[src/rtl/decode_queue_unit_pkg.sv]
// Shared definitions for the Core101 decode stage.
// Holds the opcode constants (ins[6:2]), the one-hot execution-unit select
// codes, the uop codes, the decoder FSM state type and the packed layout
// of a decoded entry (everything except the PC) as it sits in the FIFO.
package core101_dec_pkg;

  // Major opcodes, taken from ins[6:2]
  localparam logic [4:0] OPC_LOAD   = 5'b00000;
  localparam logic [4:0] OPC_OPIMM  = 5'b00100;
  localparam logic [4:0] OPC_AUIPC  = 5'b00101;
  localparam logic [4:0] OPC_STORE  = 5'b01000;
  localparam logic [4:0] OPC_OP     = 5'b01100;
  localparam logic [4:0] OPC_LUI    = 5'b01101;
  localparam logic [4:0] OPC_OPV    = 5'b10101;
  localparam logic [4:0] OPC_BRANCH = 5'b11000;
  localparam logic [4:0] OPC_JALR   = 5'b11001;
  localparam logic [4:0] OPC_JAL    = 5'b11011;
  localparam logic [4:0] OPC_SYSTEM = 5'b11100;

  localparam logic [6:0] F7_BASE = 7'b0000000;
  localparam logic [6:0] F7_ALT  = 7'b0100000;

  // One-hot execution-unit selects
  localparam logic [2:0] EXEC_INT = 3'b001;
  localparam logic [2:0] EXEC_LSU = 3'b010;
  localparam logic [2:0] EXEC_VEC = 3'b100;

  // ALU uops (OP / OPIMM)
  localparam logic [3:0] UOP_ADD  = 4'b0000;
  localparam logic [3:0] UOP_SUB  = 4'b0001;
  localparam logic [3:0] UOP_OR   = 4'b0010;
  localparam logic [3:0] UOP_AND  = 4'b0011;
  localparam logic [3:0] UOP_XOR  = 4'b0100;
  localparam logic [3:0] UOP_SLT  = 4'b1010;
  localparam logic [3:0] UOP_SLTU = 4'b1011;
  localparam logic [3:0] UOP_SRA  = 4'b1101;
  localparam logic [3:0] UOP_SRL  = 4'b1110;
  localparam logic [3:0] UOP_SLL  = 4'b1111;

  // Load / store uops
  localparam logic [3:0] UOP_LB  = 4'b0001;
  localparam logic [3:0] UOP_LH  = 4'b0010;
  localparam logic [3:0] UOP_LW  = 4'b0011;
  localparam logic [3:0] UOP_LBU = 4'b0101;
  localparam logic [3:0] UOP_LHU = 4'b0110;
  localparam logic [3:0] UOP_SB  = 4'b1001;
  localparam logic [3:0] UOP_SH  = 4'b1010;
  localparam logic [3:0] UOP_SW  = 4'b1100;

  localparam logic [3:0] UOP_LUI = 4'b1001;

  typedef enum logic {
    ST_RUN = 1'b0,
    ST_EXC = 1'b1
  } dec_state_t;

  typedef struct packed {
    logic [2:0] exec_sel;
    logic [3:0] uop;
    logic       pc_mux_sel;
    logic       imm_mux_sel;
    logic [4:0] rs1;
    logic [4:0] rs2;
    logic [4:0] rd;
  } dec_fields_t;

  localparam int DEC_FIELDS_W = $bits(dec_fields_t);

  // funct3 -> ALU uop; alt picks SUB over ADD and SRA over SRL.
  function automatic logic [3:0] alu_uop(input logic [2:0] funct3, input logic alt);
    logic [3:0] u;
    case (funct3)
      3'b000:  u = alt ? UOP_SUB : UOP_ADD;
      3'b001:  u = UOP_SLL;
      3'b010:  u = UOP_SLT;
      3'b011:  u = UOP_SLTU;
      3'b100:  u = UOP_XOR;
      3'b101:  u = alt ? UOP_SRA : UOP_SRL;
      3'b110:  u = UOP_OR;
      default: u = UOP_AND;
    endcase
    return u;
  endfunction

endpackage

[src/rtl/decode_queue_unit_fifo.sv]
// dec_fifo: synchronous FIFO of WIDTH-bit entries, DEPTH slots (power of two).
// Ports:
//   clk, rst        clock and synchronous active-high reset
//   clr             synchronous clear (drops every entry)
//   push, push_data write one entry; ignored when full
//   pop             drop the head entry; ignored when empty
//   full, empty     status
//   head_data       entry at the head (meaningless when empty)
//   count           number of stored entries, 0..DEPTH
module dec_fifo #(
  parameter int WIDTH = 8,
  parameter int DEPTH = 4
) (
  input  logic                     clk,
  input  logic                     rst,
  input  logic                     clr,
  input  logic                     push,
  input  logic [WIDTH-1:0]         push_data,
  input  logic                     pop,
  output logic                     full,
  output logic                     empty,
  output logic [WIDTH-1:0]         head_data,
  output logic [$clog2(DEPTH):0]   count
);

  localparam int PTR_W = $clog2(DEPTH);

  logic [WIDTH-1:0] mem [DEPTH];
  logic [PTR_W-1:0] wr_ptr_p1;
  logic [PTR_W-1:0] rd_ptr_p1;
  logic [PTR_W:0]   cnt_p1;
  logic             do_push;
  logic             do_pop;

  assign do_push = push && !full;
  assign do_pop  = pop && !empty;

  // Control: pointers wrap naturally because DEPTH is a power of two
  always_ff @(posedge clk) begin
    if (rst || clr) begin
      wr_ptr_p1 <= '0;
      rd_ptr_p1 <= '0;
      cnt_p1    <= '0;
    end else begin
      if (do_push) wr_ptr_p1 <= wr_ptr_p1 + PTR_W'(1);
      if (do_pop)  rd_ptr_p1 <= rd_ptr_p1 + PTR_W'(1);
      case ({do_push, do_pop})
        2'b10:   cnt_p1 <= cnt_p1 + (PTR_W+1)'(1);
        2'b01:   cnt_p1 <= cnt_p1 - (PTR_W+1)'(1);
        default: cnt_p1 <= cnt_p1;
      endcase
    end
  end

  // Storage: data only, never reset
  always_ff @(posedge clk) begin
    if (do_push) mem[wr_ptr_p1] <= push_data;
  end

  assign full      = (cnt_p1 == (PTR_W+1)'(DEPTH));
  assign empty     = (cnt_p1 == '0);
  assign head_data = mem[rd_ptr_p1];
  assign count     = cnt_p1;

endmodule

[src/rtl/decode_queue_unit.sv]
// decode_queue_unit: Core101 decode stage between fetch and issue.
// Decodes raw 32-bit instructions (valid/ready in), queues legal ones in a
// DEPTH-entry FIFO (valid/ready out) and turns an illegal encoding into a
// held exception that stalls intake until exception_ack_in.
// Ports:
//   clock_in, reset_in                 clock, synchronous active-high reset
//   ins_in, pc_in, ins_valid_in,
//   ins_ready_out                      instruction intake
//   flush_in                           drop queue and pending exception
//   dec_valid_out, dec_ready_in        head handshake
//   dec_exec_unit_sel_out, dec_uop_out, dec_pc_mux_sel_out,
//   dec_imm_mux_sel_out, dec_rs1_out, dec_rs2_out, dec_rd_out,
//   dec_pc_out                         decoded head entry
//   exception_out, exception_pc_out,
//   exception_ack_in                   illegal-instruction exception
//   occupancy_out                      FIFO entry count
// Optional (macro CORE101_DEC_PERF_CNT_EN): perf_int_cnt_out,
//   perf_lsu_cnt_out, perf_vec_cnt_out, saturating per-unit push counters.
module decode_queue_unit
  import core101_dec_pkg::*;
#(
  parameter int XLEN  = 32,
  parameter int DEPTH = 4,
  parameter int CNT_W = 16
) (
  input  logic                     clock_in,
  input  logic                     reset_in,
  input  logic [31:0]              ins_in,
  input  logic [XLEN-1:0]          pc_in,
  input  logic                     ins_valid_in,
  output logic                     ins_ready_out,
  input  logic                     flush_in,
  output logic                     dec_valid_out,
  input  logic                     dec_ready_in,
  output logic [2:0]               dec_exec_unit_sel_out,
  output logic [3:0]               dec_uop_out,
  output logic                     dec_pc_mux_sel_out,
  output logic                     dec_imm_mux_sel_out,
  output logic [4:0]               dec_rs1_out,
  output logic [4:0]               dec_rs2_out,
  output logic [4:0]               dec_rd_out,
  output logic [XLEN-1:0]          dec_pc_out,
  output logic                     exception_out,
  output logic [XLEN-1:0]          exception_pc_out,
  input  logic                     exception_ack_in,
`ifdef CORE101_DEC_PERF_CNT_EN
  output logic [CNT_W-1:0]         perf_int_cnt_out,
  output logic [CNT_W-1:0]         perf_lsu_cnt_out,
  output logic [CNT_W-1:0]         perf_vec_cnt_out,
`endif
  output logic [$clog2(DEPTH):0]   occupancy_out
);

  localparam int ENTRY_W = XLEN + DEC_FIELDS_W;

  if (DEPTH < 2 || (DEPTH & (DEPTH - 1)) != 0 || CNT_W < 1) begin : g_bad_params
    $error("decode_queue_unit: DEPTH must be a power of two >= 2 and CNT_W >= 1");
  end

  logic [4:0]       opc_p0;
  logic [2:0]       f3_p0;
  logic [6:0]       f7_p0;
  dec_fields_t      fields_p0;
  logic             legal_p0;
  logic             accept_p0;
  logic             push_p0;
  logic             pop_p0;
  logic             trap_p0;
  dec_state_t       state_p1;
  dec_state_t       state_nxt;
  logic [XLEN-1:0]  exc_pc_p1;
  logic             fifo_full_p1;
  logic             fifo_empty_p1;
  logic [ENTRY_W-1:0] head_p1;
  dec_fields_t      head_fields_p1;
  logic             unused_ins_low;

  // The two low instruction bits carry no information for this decoder.
  assign unused_ins_low = &{1'b0, ins_in[1:0]};

  // ---- Stage p0: combinational decode of ins_in ----
  assign opc_p0 = ins_in[6:2];
  assign f3_p0  = ins_in[14:12];
  assign f7_p0  = ins_in[31:25];

  always_comb begin
    fields_p0             = '0;
    fields_p0.exec_sel    = EXEC_INT;
    fields_p0.uop         = UOP_ADD;
    fields_p0.rs1         = ins_in[19:15];
    fields_p0.rs2         = ins_in[24:20];
    fields_p0.rd          = ins_in[11:7];
    legal_p0              = 1'b1;
    case (opc_p0)
      OPC_LOAD: begin
        fields_p0.exec_sel    = EXEC_LSU;
        fields_p0.imm_mux_sel = 1'b1;
        case (f3_p0)
          3'b000:  fields_p0.uop = UOP_LB;
          3'b001:  fields_p0.uop = UOP_LH;
          3'b010:  fields_p0.uop = UOP_LW;
          3'b100:  fields_p0.uop = UOP_LBU;
          3'b101:  fields_p0.uop = UOP_LHU;
          default: legal_p0 = 1'b0;
        endcase
      end
      OPC_STORE: begin
        fields_p0.exec_sel    = EXEC_LSU;
        fields_p0.imm_mux_sel = 1'b1;
        case (f3_p0)
          3'b000:  fields_p0.uop = UOP_SB;
          3'b001:  fields_p0.uop = UOP_SH;
          3'b010:  fields_p0.uop = UOP_SW;
          default: legal_p0 = 1'b0;
        endcase
      end
      OPC_OP: begin
        if (f7_p0 == F7_BASE)
          fields_p0.uop = alu_uop(f3_p0, 1'b0);
        else if (f7_p0 == F7_ALT && (f3_p0 == 3'b000 || f3_p0 == 3'b101))
          fields_p0.uop = alu_uop(f3_p0, 1'b1);
        else
          legal_p0 = 1'b0;
      end
      OPC_OPIMM: begin
        // funct7 only matters for the shift-immediate forms
        fields_p0.imm_mux_sel = 1'b1;
        fields_p0.uop = alu_uop(f3_p0, (f3_p0 == 3'b101) && (f7_p0 == F7_ALT));
        if (f3_p0 == 3'b001 && f7_p0 != F7_BASE)
          legal_p0 = 1'b0;
        if (f3_p0 == 3'b101 && f7_p0 != F7_BASE && f7_p0 != F7_ALT)
          legal_p0 = 1'b0;
      end
      OPC_BRANCH: begin
        fields_p0.pc_mux_sel = 1'b1;
        fields_p0.uop        = {1'b0, f3_p0};
        if (f3_p0 == 3'b010 || f3_p0 == 3'b011)
          legal_p0 = 1'b0;
      end
      OPC_LUI: begin
        fields_p0.imm_mux_sel = 1'b1;
        fields_p0.uop         = UOP_LUI;
      end
      OPC_AUIPC, OPC_JAL, OPC_JALR: begin
        fields_p0.pc_mux_sel  = 1'b1;
        fields_p0.imm_mux_sel = 1'b1;
      end
      OPC_OPV:    fields_p0.exec_sel = EXEC_VEC;
      OPC_SYSTEM: fields_p0.uop = UOP_ADD;
      default:    legal_p0 = 1'b0;
    endcase
  end

  assign accept_p0 = ins_valid_in && ins_ready_out;
  assign push_p0   = accept_p0 && legal_p0 && !flush_in;
  assign trap_p0   = accept_p0 && !legal_p0;
  assign pop_p0    = dec_valid_out && dec_ready_in;

  // ---- Stage p1: FSM, exception PC and decoded-entry queue ----
  always_ff @(posedge clock_in) begin
    if (reset_in) state_p1 <= ST_RUN;
    else          state_p1 <= state_nxt;
  end

  // Flush wins over both a trapping accept and an acknowledge.
  always_comb begin
    state_nxt = state_p1;
    if (flush_in) begin
      state_nxt = ST_RUN;
    end else begin
      case (state_p1)
        ST_RUN:  if (trap_p0) state_nxt = ST_EXC;
        ST_EXC:  if (exception_ack_in) state_nxt = ST_RUN;
        default: state_nxt = ST_RUN;
      endcase
    end
  end

  always_comb begin
    ins_ready_out = (state_p1 == ST_RUN) && !fifo_full_p1;
    exception_out = (state_p1 == ST_EXC);
  end

  always_ff @(posedge clock_in) begin
    if (reset_in)                 exc_pc_p1 <= '0;
    else if (trap_p0 && !flush_in) exc_pc_p1 <= pc_in;
  end

  assign exception_pc_out = exc_pc_p1;

  dec_fifo #(
    .WIDTH (ENTRY_W),
    .DEPTH (DEPTH)
  ) u_fifo (
    .clk       (clock_in),
    .rst       (reset_in),
    .clr       (flush_in),
    .push      (push_p0),
    .push_data ({pc_in, fields_p0}),
    .pop       (pop_p0),
    .full      (fifo_full_p1),
    .empty     (fifo_empty_p1),
    .head_data (head_p1),
    .count     (occupancy_out)
  );

  assign {dec_pc_out, head_fields_p1} = head_p1;
  assign dec_valid_out         = !fifo_empty_p1;
  assign dec_exec_unit_sel_out = head_fields_p1.exec_sel;
  assign dec_uop_out           = head_fields_p1.uop;
  assign dec_pc_mux_sel_out    = head_fields_p1.pc_mux_sel;
  assign dec_imm_mux_sel_out   = head_fields_p1.imm_mux_sel;
  assign dec_rs1_out           = head_fields_p1.rs1;
  assign dec_rs2_out           = head_fields_p1.rs2;
  assign dec_rd_out            = head_fields_p1.rd;

`ifdef CORE101_DEC_PERF_CNT_EN
  logic [CNT_W-1:0] perf_int_p1;
  logic [CNT_W-1:0] perf_lsu_p1;
  logic [CNT_W-1:0] perf_vec_p1;

  function automatic logic [CNT_W-1:0] sat_inc(input logic [CNT_W-1:0] v);
    return (&v) ? v : v + CNT_W'(1);
  endfunction

  // Counters survive flush; only reset clears them.
  always_ff @(posedge clock_in) begin
    if (reset_in) begin
      perf_int_p1 <= '0;
      perf_lsu_p1 <= '0;
      perf_vec_p1 <= '0;
    end else if (push_p0) begin
      if (fields_p0.exec_sel == EXEC_INT) perf_int_p1 <= sat_inc(perf_int_p1);
      if (fields_p0.exec_sel == EXEC_LSU) perf_lsu_p1 <= sat_inc(perf_lsu_p1);
      if (fields_p0.exec_sel == EXEC_VEC) perf_vec_p1 <= sat_inc(perf_vec_p1);
    end
  end

  assign perf_int_cnt_out = perf_int_p1;
  assign perf_lsu_cnt_out = perf_lsu_p1;
  assign perf_vec_cnt_out = perf_vec_p1;
`endif

endmodule

[config.mk]
export PLATFORM = sky130hd
export DESIGN_NAME = decode_queue_unit
export DESIGN_NICKNAME = d
export VERILOG_FILES = /design/src/rtl/decode_queue_unit_pkg.sv /design/src/rtl/decode_queue_unit_fifo.sv /design/src/rtl/decode_queue_unit.sv
export SDC_FILE = /design/constraint.sdc
export NUM_CORES = 1
export LEC_CHECK = 0
export BUFFER_PORTS_ARGS = -buffer_cell sky130_fd_sc_hd__buf_4
export CORE_ASPECT_RATIO = 2
export CORE_MARGIN = 5
export CORE_UTILIZATION = 50
export DETAILED_ROUTE_END_ITERATION = 10
export PLACE_DENSITY = 0.74
export SLEW_MARGIN = 0
export SYNTH_ARGS = -nofsm -noshare
export SYNTH_HDL_FRONTEND = slang
export SYNTH_SLANG_ARGS = --single-unit
[constraint.sdc]
create_clock -name clock_in -period 5.1 [get_ports clock_in]
set_input_delay 1.02 -clock clock_in [delete_from_list [all_inputs] [get_ports clock_in]]
set_output_delay 1.02 -clock clock_in [all_outputs]
set_load 0.05 [all_outputs]
==> out/metrics.cfg <==
[worst_setup_path]
path_cells=buf_4, mux4_2, buf_4
cpMostUsedCell=buf_4
startpoint_type=flop
criticalPathCategory=reg -> out
cp.required_ns=4.08
crit_cells=3
worstPathArrival_ns=2.66
path_buf_inv=2
r2r_cells=6
cp_max_fo=43
crit_path_end_kind=primary output
timing.critical_path.slowest_cell_delay_ns=0.94
r2r_setup_slack_ns=2.43
regToRegStartpoint=u_fifo.count[0]
path_delay_family=flip-flops
critPathSlowestCell=dfxtp_4

[die]
start_util_pct=50.36
die-width_um=112.7
core.rowCount=75
io_pins=164
coreArea_sq_mm=0.02093
die_h_um=215.3
die_area_sq_mm=0.02425

[detailed_routing]
wire_per_inst_um=20.78
first_pass_iters=5
vias=5711
drc=0
drtIter0Drc=301
ant_nets=0
totalWireLength_mm=21.28
drt-vias-per-instance=5.577

[place]
placed_cell_area_sq_mm=0.01206
placed_cells=984
gp_congestion=0.9504
place_ws_ns=1.125
dp_hpwl_mm=14.17
io_buffers=161

[synthesis]
synth-edff-count=224
syn_avg_cell_area_sq_um=18.26
netlist_area_sq_mm=0.01054
ys.warnings.count=0
ys_types=52
ys_ff_latch=266
ys_async_sr_fraction_pct=0
syn_nets=653
netlist_instances=577
yosysSeqAreaShare_pct=71.81
synth-main-ff-cell=edfxtp_1

[clocking]
cts.repair.resized=0
clk_path_buf_depth=3
numClockSinks=266
path_clk_slew_ns=0.06
holdBufCountCts=0
cts_made_buffers=22
cts_tree=built
ctsRootBufferMaster=clkbuf_16
post-cts-setup-buffer-count=0
htreeDepth=1
clock_latency_ns=0.50

[power_and_ir_drop]
powerDensity_mw_per_mm2=342.7
p_total_mw=4.392
leakagePower_nw=4.394
peakVddDrop_mv=0.2004

[timing]
finalCritPeriodShare_pct=72.10
fin_ws_ns=1.423
slew-limit-headroom_pct=40.08
max_freq_mhz=272.0
setup_tns_ns=0
worst_slew_pin_slew_ns=0.8988
min_period_ns=3.677
setup_viol_count_final=0
rsz0062_at_grt=no
hold_violations=0
drv_slew=0
worst_clock_skew_ns=0.01192

[min_path]
hold_start=exception_pc_out[25]
hold_class=reg -> reg
hold_path_depth=2

[global_routing]
antenna_found_initial=0
grt_use_total_pct=17.57
grt_overflow=0
grt_pass1_wl_mm=33.39
grt_pass1_vias=6180
grt_max_degree=67

[outcome]
status=completed

[layout]
nNetsFinal=815
stdcell_area_sq_mm=0.01282
drive_above_1_share_pct=36.29
syn2layout_area_growth_pct=21.63
fin_cells=1024
num_antenna_cells=0

[flow_run]
cap_viol_max_count=0

area by class of cell:
type | instances | area, sq um
Clock inverter | 7 | 40.04
Inverter | 10 | 37.54
Sequential cell | 266 | 7572
Fill cell | 1497 | 8109
Multi-Input combinational cell | 270 | 2796
Timing Repair Buffer | 169 | 1319
Clock buffer | 33 | 715.7
Tap cell | 269 | 336.6
cell usage in the layout (no fill, tap or decap), drive strengths merged, types with 3 or more instances in the layout:
| cell | instances |
|---|---|
| a21o | 3 |
| a21oi | 6 |
| a22o | 4 |
| a31oi | 3 |
| and2 | 7 |
| buf | 169 |
| clkbuf | 33 |
| clkinv | 5 |
| dfxtp | 42 |
| edfxtp | 224 |
| ha | 5 |
| inv | 10 |
| mux2i | 37 |
| mux4 | 56 |
| nand2 | 12 |
| nand2b | 69 |
| nand3 | 3 |
| nor2 | 18 |
| o21ai | 5 |
| or3 | 3 |
| xor2 | 3 |
kinds of logic (layout without fill, tap and decap cells):
logic type               count (synthesis)  count (layout)  share of synthesized area (%)
flip-flops                             266             266                          71.81
AND/OR/NAND/NOR                        129             129                          7.255
multiplexers                            93              93                          15.48
buffers and inverters                   41             219                          1.698
AO/OA/AOI/OAI                           37              37                          2.553
adder cells (fa/ha/maj)                  6               6                         0.7837
XOR/XNOR                                 5               5                         0.4157
cells in the mapped netlist, types with 2 or more instances:
| cell | n | area share, % |
|---|---|---|
| o32ai_1 | 2 | 0.17 |
| nor3_1 | 2 | 0.095 |
| or3_1 | 3 | 0.18 |
| a21o_1 | 3 | 0.21 |
| inv_1 | 7 | 0.25 |
| xor2_1 | 3 | 0.25 |
| mux2i_1 | 37 | 3.5 |
| xnor2_1 | 2 | 0.17 |
| o21ai_0 | 4 | 0.19 |
| mux4_2 | 56 | 12 |
| dfxtp_1 | 42 | 8.0 |
| nor4b_1 | 2 | 0.17 |
| a31oi_1 | 3 | 0.18 |
| a32oi_1 | 2 | 0.17 |
| and2_1 | 7 | 0.42 |
| nand2_1 | 12 | 0.43 |
| a22o_1 | 4 | 0.33 |
| nor2_1 | 18 | 0.64 |
| edfxtp_1 | 224 | 64 |
| nand3_1 | 3 | 0.14 |
| buf_6 | 3 | 0.32 |
| a2111oi_0 | 2 | 0.17 |
| inv_2 | 3 | 0.11 |
| a21oi_1 | 6 | 0.28 |
| buf_1 | 7 | 0.25 |
| ha_1 | 5 | 0.59 |
| nand2b_1 | 69 | 4.1 |
| and4b_1 | 2 | 0.19 |
| nand3b_1 | 2 | 0.14 |
| buf_2 | 2 | 0.095 |
| clkbuf_1 | 19 | 0.68 |
per-stage QoR:
stage / util (%) / hold WS [ns]
after CTS: 61.25 / 0.4754
after global placement: 57.64 / 0.4587
final: 61.25 / 0.4734
after floorplan: - / 0.4677
after detailed placement: 57.64 / 0.4619
after global routing: 61.25 / 0.5043
flip-flops by register name (all words and copies together) (netlist names), named ones only:
signal and count:
exception_out 1, exception_pc_out 32, u_fifo.count 3, u_fifo.mem 224
u_fifo.rd_ptr_p1 2, u_fifo.wr_ptr_p1 2
worst register-to-register path, cell delays in order, from the launching register on:
cell,delay (ns)
dfxtp_1,0.42
inv_2,0.08
a31oi_1,0.29
nand3b_1,0.19
a31oi_1,0.37
and2_2,0.67
buf_12,0.32
routing by layer:
layer  wire [um]  GRT usage (%)  vias to the layer above  share of wire, %
met3        1216          2.730                       47               5.7
met2       12110          33.47                      226                57
li1            -              -                     2581                 -
met1        7190          19.18                     2857                34
met5           0              0                        -                 0
met4         756          6.538                        0               3.6
power breakdown:
part | internal (mW) | switching [mW] | total, mW
Clock | 0.974 | 0.709 | 1.68
Sequential | 2.38 | 0.0120 | 2.39
Combinational | 0.118 | 0.200 | 0.318
Total | 3.47 | 0.922 | 4.39
final timing paths:
| check | endpoint |
|---|---|
| worst max-delay path | dec_rd_out[2] |
| worst min-delay path | exception_pc_out[25] |
| worst max register to register | u_fifo.mem[2][22] |
| worst min register to register | exception_pc_out[25] |
Note: power is estimated with default switching activity, not from simulation.
